<file path="src/rtl/sha256_host.sv">
// sha256_host: byte-stream front end for the sha256 engine.
// Packs the message into shared memory, starts the engine, streams the digest.
module sha256_host #(
  parameter logic [15:0] MSG_BASE  = 16'h0000,
  parameter logic [15:0] OUT_BASE  = 16'h0100,
  parameter int unsigned MAX_BYTES = 1024,
  parameter int unsigned TIMEOUT   = 65535
) (
  input  logic        clk,
  input  logic        reset,
  input  logic        in_valid,
  output logic        in_ready,
  input  logic [7:0]  in_data,
  input  logic        in_last,
  output logic        eng_start,
  output logic [31:0] eng_message_addr,
  output logic [31:0] eng_size,
  output logic [31:0] eng_output_addr,
  input  logic        eng_done,
  output logic        mem_we,
  output logic [15:0] mem_addr,
  output logic [31:0] mem_write_data,
  input  logic [31:0] mem_read_data,
  output logic        dig_valid,
  input  logic        dig_ready,
  output logic [31:0] dig_data,
  output logic        dig_last,
  output logic        busy,
  output logic        err_overflow,
  output logic        err_timeout
);
  typedef enum logic [2:0] {
    LOAD, START, WAIT, RD_ADDR, RD_WAIT, RD_CAP, EMIT
  } state_t;

  localparam logic [15:0] MAX_N = 16'(MAX_BYTES);
  localparam logic [31:0] TO_N  = 32'(TIMEOUT);

  state_t      state, next;
  logic [15:0] count;
  logic [31:0] pack;
  logic [31:0] word;
  logic [2:0]  idx;
  logic [31:0] tcnt;
  logic        done_q;
  logic        accept;
  logic        room;
  logic        flush;
  logic        done_edge;
  logic        expired;

  always_comb begin
    accept    = in_valid & in_ready & (state == LOAD);
    room      = count < MAX_N;
    flush     = (count[1:0] == 2'd3) | in_last |
                (count == MAX_N - 16'd1);
    word      = pack | ({in_data, 24'b0} >> {count[1:0], 3'b0});
    done_edge = eng_done & ~done_q;
    expired   = tcnt >= TO_N;
    next      = state;
    unique case (state)
      LOAD:    if (accept && in_last) next = START;
      START:   next = WAIT;
      WAIT: begin
        if (done_edge)    next = RD_ADDR;
        else if (expired) next = LOAD;
      end
      RD_ADDR: next = RD_WAIT;
      RD_WAIT: next = RD_CAP;
      RD_CAP:  next = EMIT;
      EMIT: begin
        if (dig_ready) next = (idx == 3'd7) ? LOAD : RD_ADDR;
      end
      default: next = LOAD;
    endcase
  end

  always_ff @(posedge clk) begin
    if (reset) state <= LOAD;
    else       state <= next;
  end

  always_ff @(posedge clk) begin
    if (reset) begin
      in_ready         <= 1'b0;
      eng_start        <= 1'b0;
      eng_message_addr <= '0;
      eng_size         <= '0;
      eng_output_addr  <= '0;
      mem_we           <= 1'b0;
      mem_addr         <= '0;
      mem_write_data   <= '0;
      dig_valid        <= 1'b0;
      dig_data         <= '0;
      dig_last         <= 1'b0;
      busy             <= 1'b0;
      err_overflow     <= 1'b0;
      err_timeout      <= 1'b0;
      count            <= '0;
      pack             <= '0;
      idx              <= '0;
      tcnt             <= '0;
      done_q           <= 1'b0;
    end else begin
      mem_we           <= 1'b0;
      eng_start        <= 1'b0;
      eng_message_addr <= {16'b0, MSG_BASE};
      eng_output_addr  <= {16'b0, OUT_BASE};
      in_ready         <= (next == LOAD);
      busy             <= (next != LOAD);
      done_q           <= eng_done;
      unique case (state)
        LOAD: begin
          if (accept) begin
            // first byte of a new message clears stale errors
            if (count == 16'd0) begin
              err_overflow <= 1'b0;
              err_timeout  <= 1'b0;
            end
            if (room) begin
              count <= count + 16'd1;
              if (flush) begin
                mem_we         <= 1'b1;
                mem_addr       <= MSG_BASE + {2'b00, count[15:2]};
                mem_write_data <= word;
                pack           <= '0;
              end else begin
                pack <= word;
              end
            end else begin
              err_overflow <= 1'b1;
            end
            if (in_last) begin
              eng_size <= room ? (32'(count) + 32'd1) : 32'(MAX_N);
              count    <= '0;
              pack     <= '0;
            end
          end
        end
        START: begin
          eng_start <= 1'b1;
          tcnt      <= '0;
        end
        WAIT: begin
          if (!done_edge) begin
            if (expired) err_timeout <= 1'b1;
            else         tcnt <= tcnt + 32'd1;
          end
        end
        RD_ADDR: mem_addr <= OUT_BASE + {13'b0, idx};
        RD_WAIT: ;
        RD_CAP: begin
          dig_data  <= mem_read_data;
          dig_valid <= 1'b1;
          dig_last  <= (idx == 3'd7);
        end
        EMIT: begin
          if (dig_ready) begin
            dig_valid <= 1'b0;
            dig_last  <= 1'b0;
            idx       <= idx + 3'd1;
          end
        end
        default: ;
      endcase
    end
  end
endmodule
</file>
<file path="config.mk">
export PLATFORM = sky130hd
export DESIGN_NAME = sha256_host
export DESIGN_NICKNAME = d
export VERILOG_FILES = /design/src/rtl/sha256_host.sv
export SDC_FILE = /design/constraint.sdc
export NUM_CORES = 1
export LEC_CHECK = 0
export BUFFER_PORTS_ARGS = -buffer_cell sky130_fd_sc_hd__buf_4
export CAP_MARGIN = 20
export CORE_MARGIN = 2
export CORE_UTILIZATION = 52
export DETAILED_ROUTE_END_ITERATION = 16
export GPL_ROUTABILITY_DRIVEN = 0
export PLACE_DENSITY = 0.8
export SLEW_MARGIN = 20
export SYNTH_ARGS = -nofsm -noshare
export SYNTH_HDL_FRONTEND = slang
export SYNTH_SLANG_ARGS = --single-unit
</file>
<file path="constraint.sdc">
create_clock -name clk -period 2.45 [get_ports clk]
set_clock_uncertainty 0.1 [all_clocks]
set_input_delay 0.49 -clock clk [delete_from_list [all_inputs] [get_ports clk]]
set_output_delay 0.49 -clock clk [all_outputs]
set_load 0.05 [all_outputs]
</file>
==> results.md <==
* Status: finished, final reports clean
* I/O pins at 230
* Root buf cell: clkbuf_16
* Clk pwr share at 0.397
* # DRC at 0
* Area grow syn2layout at 19.9%
* Post-placement cell count at 1,198
* RSZ-0062 raised after global routing: false
* Setup Buffers After CTS at 0
* DR vias/cell at 5.23
* CTS tree: done
* Pre-CTS setup slack at 239 ps
* Routed vias at 6,432
* Starting Density at 0.527
* Leak at 3.98 nW
* Wirelength, routed at 17,600 µm
* Maximum vdd ir drop at 0.453 mV
* Routed WL per cell at 14.3 µm
* Post_cts resized at 0
* Antenna Cells at 0
* Crit path capture type: flip-flop
* P_int at 0.00492 W
* Actual slew at the worst max-slew pin at 809 ps
* Syn Inst Count at 905
* Row cnt at 45
* Post-synthesis cell area at 7930 µm²
* # hold bufs at CTS at 0
* F_max at 0.446 GHz
* Layout filler cell count at 1,257
* Sink Count at 191
* Critical path's top delay family: simple AND/OR/NAND/NOR gates
* Clock-pin slew on the worst setup and hold paths at 70 ps
* Relative slew slack at 0.457
* Die Wd at 127 µm
* Async SR Flop Fraction at 0
* Sequential share of the synthesized area at 0.482
* Largest net degree at the start of global routing at 65
* Total global routing overflow at 0
* Max Cap Violations at 0
* Switching power at 0.00212 W
* Setup violations, final at 0
* Setup TNS at 0 ps
* Worst Path Max Fanout at 9
* Hold crit path type: primary input to flip-flop
* First-pass GRT wire length at 28,000 µm
* Die height at 127 µm
* Sequential share of power at 0.459
* Post-route cell area at 9500 µm²
* FF+latch count, synth at 191
* Final hold violations at 0
* Antenna Violating Nets Remaining at 0
* Tcrit/Tclk final at 0.915
* Share of layout cells above drive strength 1 at 0.214
* Die Area at 16,200 µm²
* Critical Path Source Type: flip-flop
* Switching share of power at 0.301
* CTS H-tree lvls at 4
* Setup ws final at 208 ps
* Distinct cell type count after synthesis at 64
* Antenna violations before repair at 0
* Buf/Inv on CP at 0
* Gate power share at 0.145
* Primary FF master, synth: dfxtp_1
* Max stage delay cell, worst path: a2111o_1
* CTS buffer count at 17
* Clock tree buffer depth at 2
* Tmin final at 2240 ps
* Post-DP HPWL at 11,900 µm
* Initial DRC Count at 517
* Core area at 15,000 µm²
* Most frequent cells in the layout: dfxtp_1, buf_4, nor2_1, nand2_1, a21oi_1
* GRT Total Usage at 0.213
* Post-placement cell area at 8900 µm²
* Vias in the first global route at 5,580
* I/O Buffers at 149
* Hold_ws at 202 ps
* Crit path cell chain: ha_1 -> nand4_1 -> nor4_4 -> nor2_1 -> a2111o_1 -> and2_1
* Final nets at 1,080
* Syn_area_per_cell at 8.76 µm²
* Pre-antenna DRT Iters at 5
* Fin. max-slew vios at 0
* Critical Path AT at 2480 ps
* CP Class: flip-flop to flip-flop
* EDFF count, synth at 0
* Most common cell after layout, fill and taps aside: dfxtp_1
* Clk_lat worst skew at 430 ps
* Worst EP required at 2690 ps
* Non-Filler Instances at 1,230
* CP max stage delay at 460 ps
* Syn. warnings at 0
* Pwr/cell area at 742 nW/µm²
-- per-layer routing --
metal,vias to the layer above,GRT usage,part of all wire
met1,2990,0.291,0.46
met3,16,0.0490,0.057
met2,215,0.340,0.48
li1,3211,-,-
met4,0,0.0582,0.0083
met5,-,0,0
-- tightest hold or removal path: stages --
cell     delay, ps
buf_4          100
nand2_1         40
a21oi_1         50
-- sequential cells by signal (all words and copies together), names as in the netlist, 14 cells and up --
signal	cells
pack	32
mem_addr	14
mem_write_data	32
count	16
eng_size	17
tcnt	32
dig_data	32
-- synthesized netlist by cell type, types with 7 or more instances --
| library cell | count | area (µm²) |
|---|---|---|
| nor2_1 | 116 | 435 |
| xnor2_1 | 10 | 87.6 |
| clkbuf_1 | 44 | 165 |
| clkbuf_2 | 8 | 40.0 |
| and3_1 | 19 | 119 |
| nand2_1 | 93 | 349 |
| nand3_1 | 23 | 115 |
| a211oi_1 | 36 | 270 |
| nor4_1 | 8 | 50.1 |
| nor3_1 | 12 | 60.1 |
| buf_4 | 83 | 623 |
| xor2_1 | 7 | 61.3 |
| a31oi_1 | 33 | 206 |
| a21oi_1 | 84 | 420 |
| dfxtp_1 | 191 | 3820 |
| a22oi_1 | 11 | 82.6 |
| and2_1 | 19 | 119 |
| inv_1 | 10 | 37.5 |
| mux2i_1 | 10 | 100 |
-- power groups by stage --
stage	clock network [W]	logic, W	registers, W
after CTS	0.00285	0.00102	0.00323
after global routing	0.00299	0.00108	0.00324
after floorplan	0	0.000672	0.00348
after global placement	0	0.00101	0.00330
final	0.00280	0.00102	0.00323
after detailed placement	0	0.00102	0.00330
-- metrics by stage --
| step | utilization | total power [W] |
|---|---|---|
| 6_report | 0.632 | 0.00705 |
| 5_1_grt | 0.632 | 0.00731 |
| 4_1_cts | 0.632 | 0.00710 |
| 3_5_place_dp | 0.592 | 0.00432 |
| 3_3_place_gp | 0.592 | 0.00431 |
| 2_1_floorplan | - | 0.00415 |
-- cell type report --
| cell class | instances | area [µm²] | share of cell area |
|---|---|---|---|
| Clock buffer | 19 | 443 | 0.0466 |
| Clock inverter | 13 | 160 | 0.0169 |
| Inverter | 10 | 37.5 | 0.00395 |
| Multi-Input combinational cell | 638 | 3480 | 0.366 |
| Sequential cell | 191 | 3820 | 0.402 |
| Tap cell | 188 | 235 | 0.0248 |
| Timing Repair Buffer | 171 | 1320 | 0.139 |
-- worst paths after layout --
kind                           from           end  slack [ps]  cells after the start
setup / recovery            tcnt[0]          busy         210                      6
hold / removal    mem_read_data[14]  dig_data[14]         200                      3
setup reg to reg            tcnt[0]          busy         210                      6
hold reg to reg        dig_data[23]  dig_data[23]         350                      2
-- cells by family after synthesis --
group           count (synthesis)  synth area share
compound gates                191             0.150
xor+xnor                       17            0.0188
fa+ha+maj                       5           0.00789
buf+inv                       155             0.117
flops                         191             0.482
mux                            10            0.0126
other cells                     1          0.000473
simple gates                  335             0.211
Power figures use the tool's default switching activity.
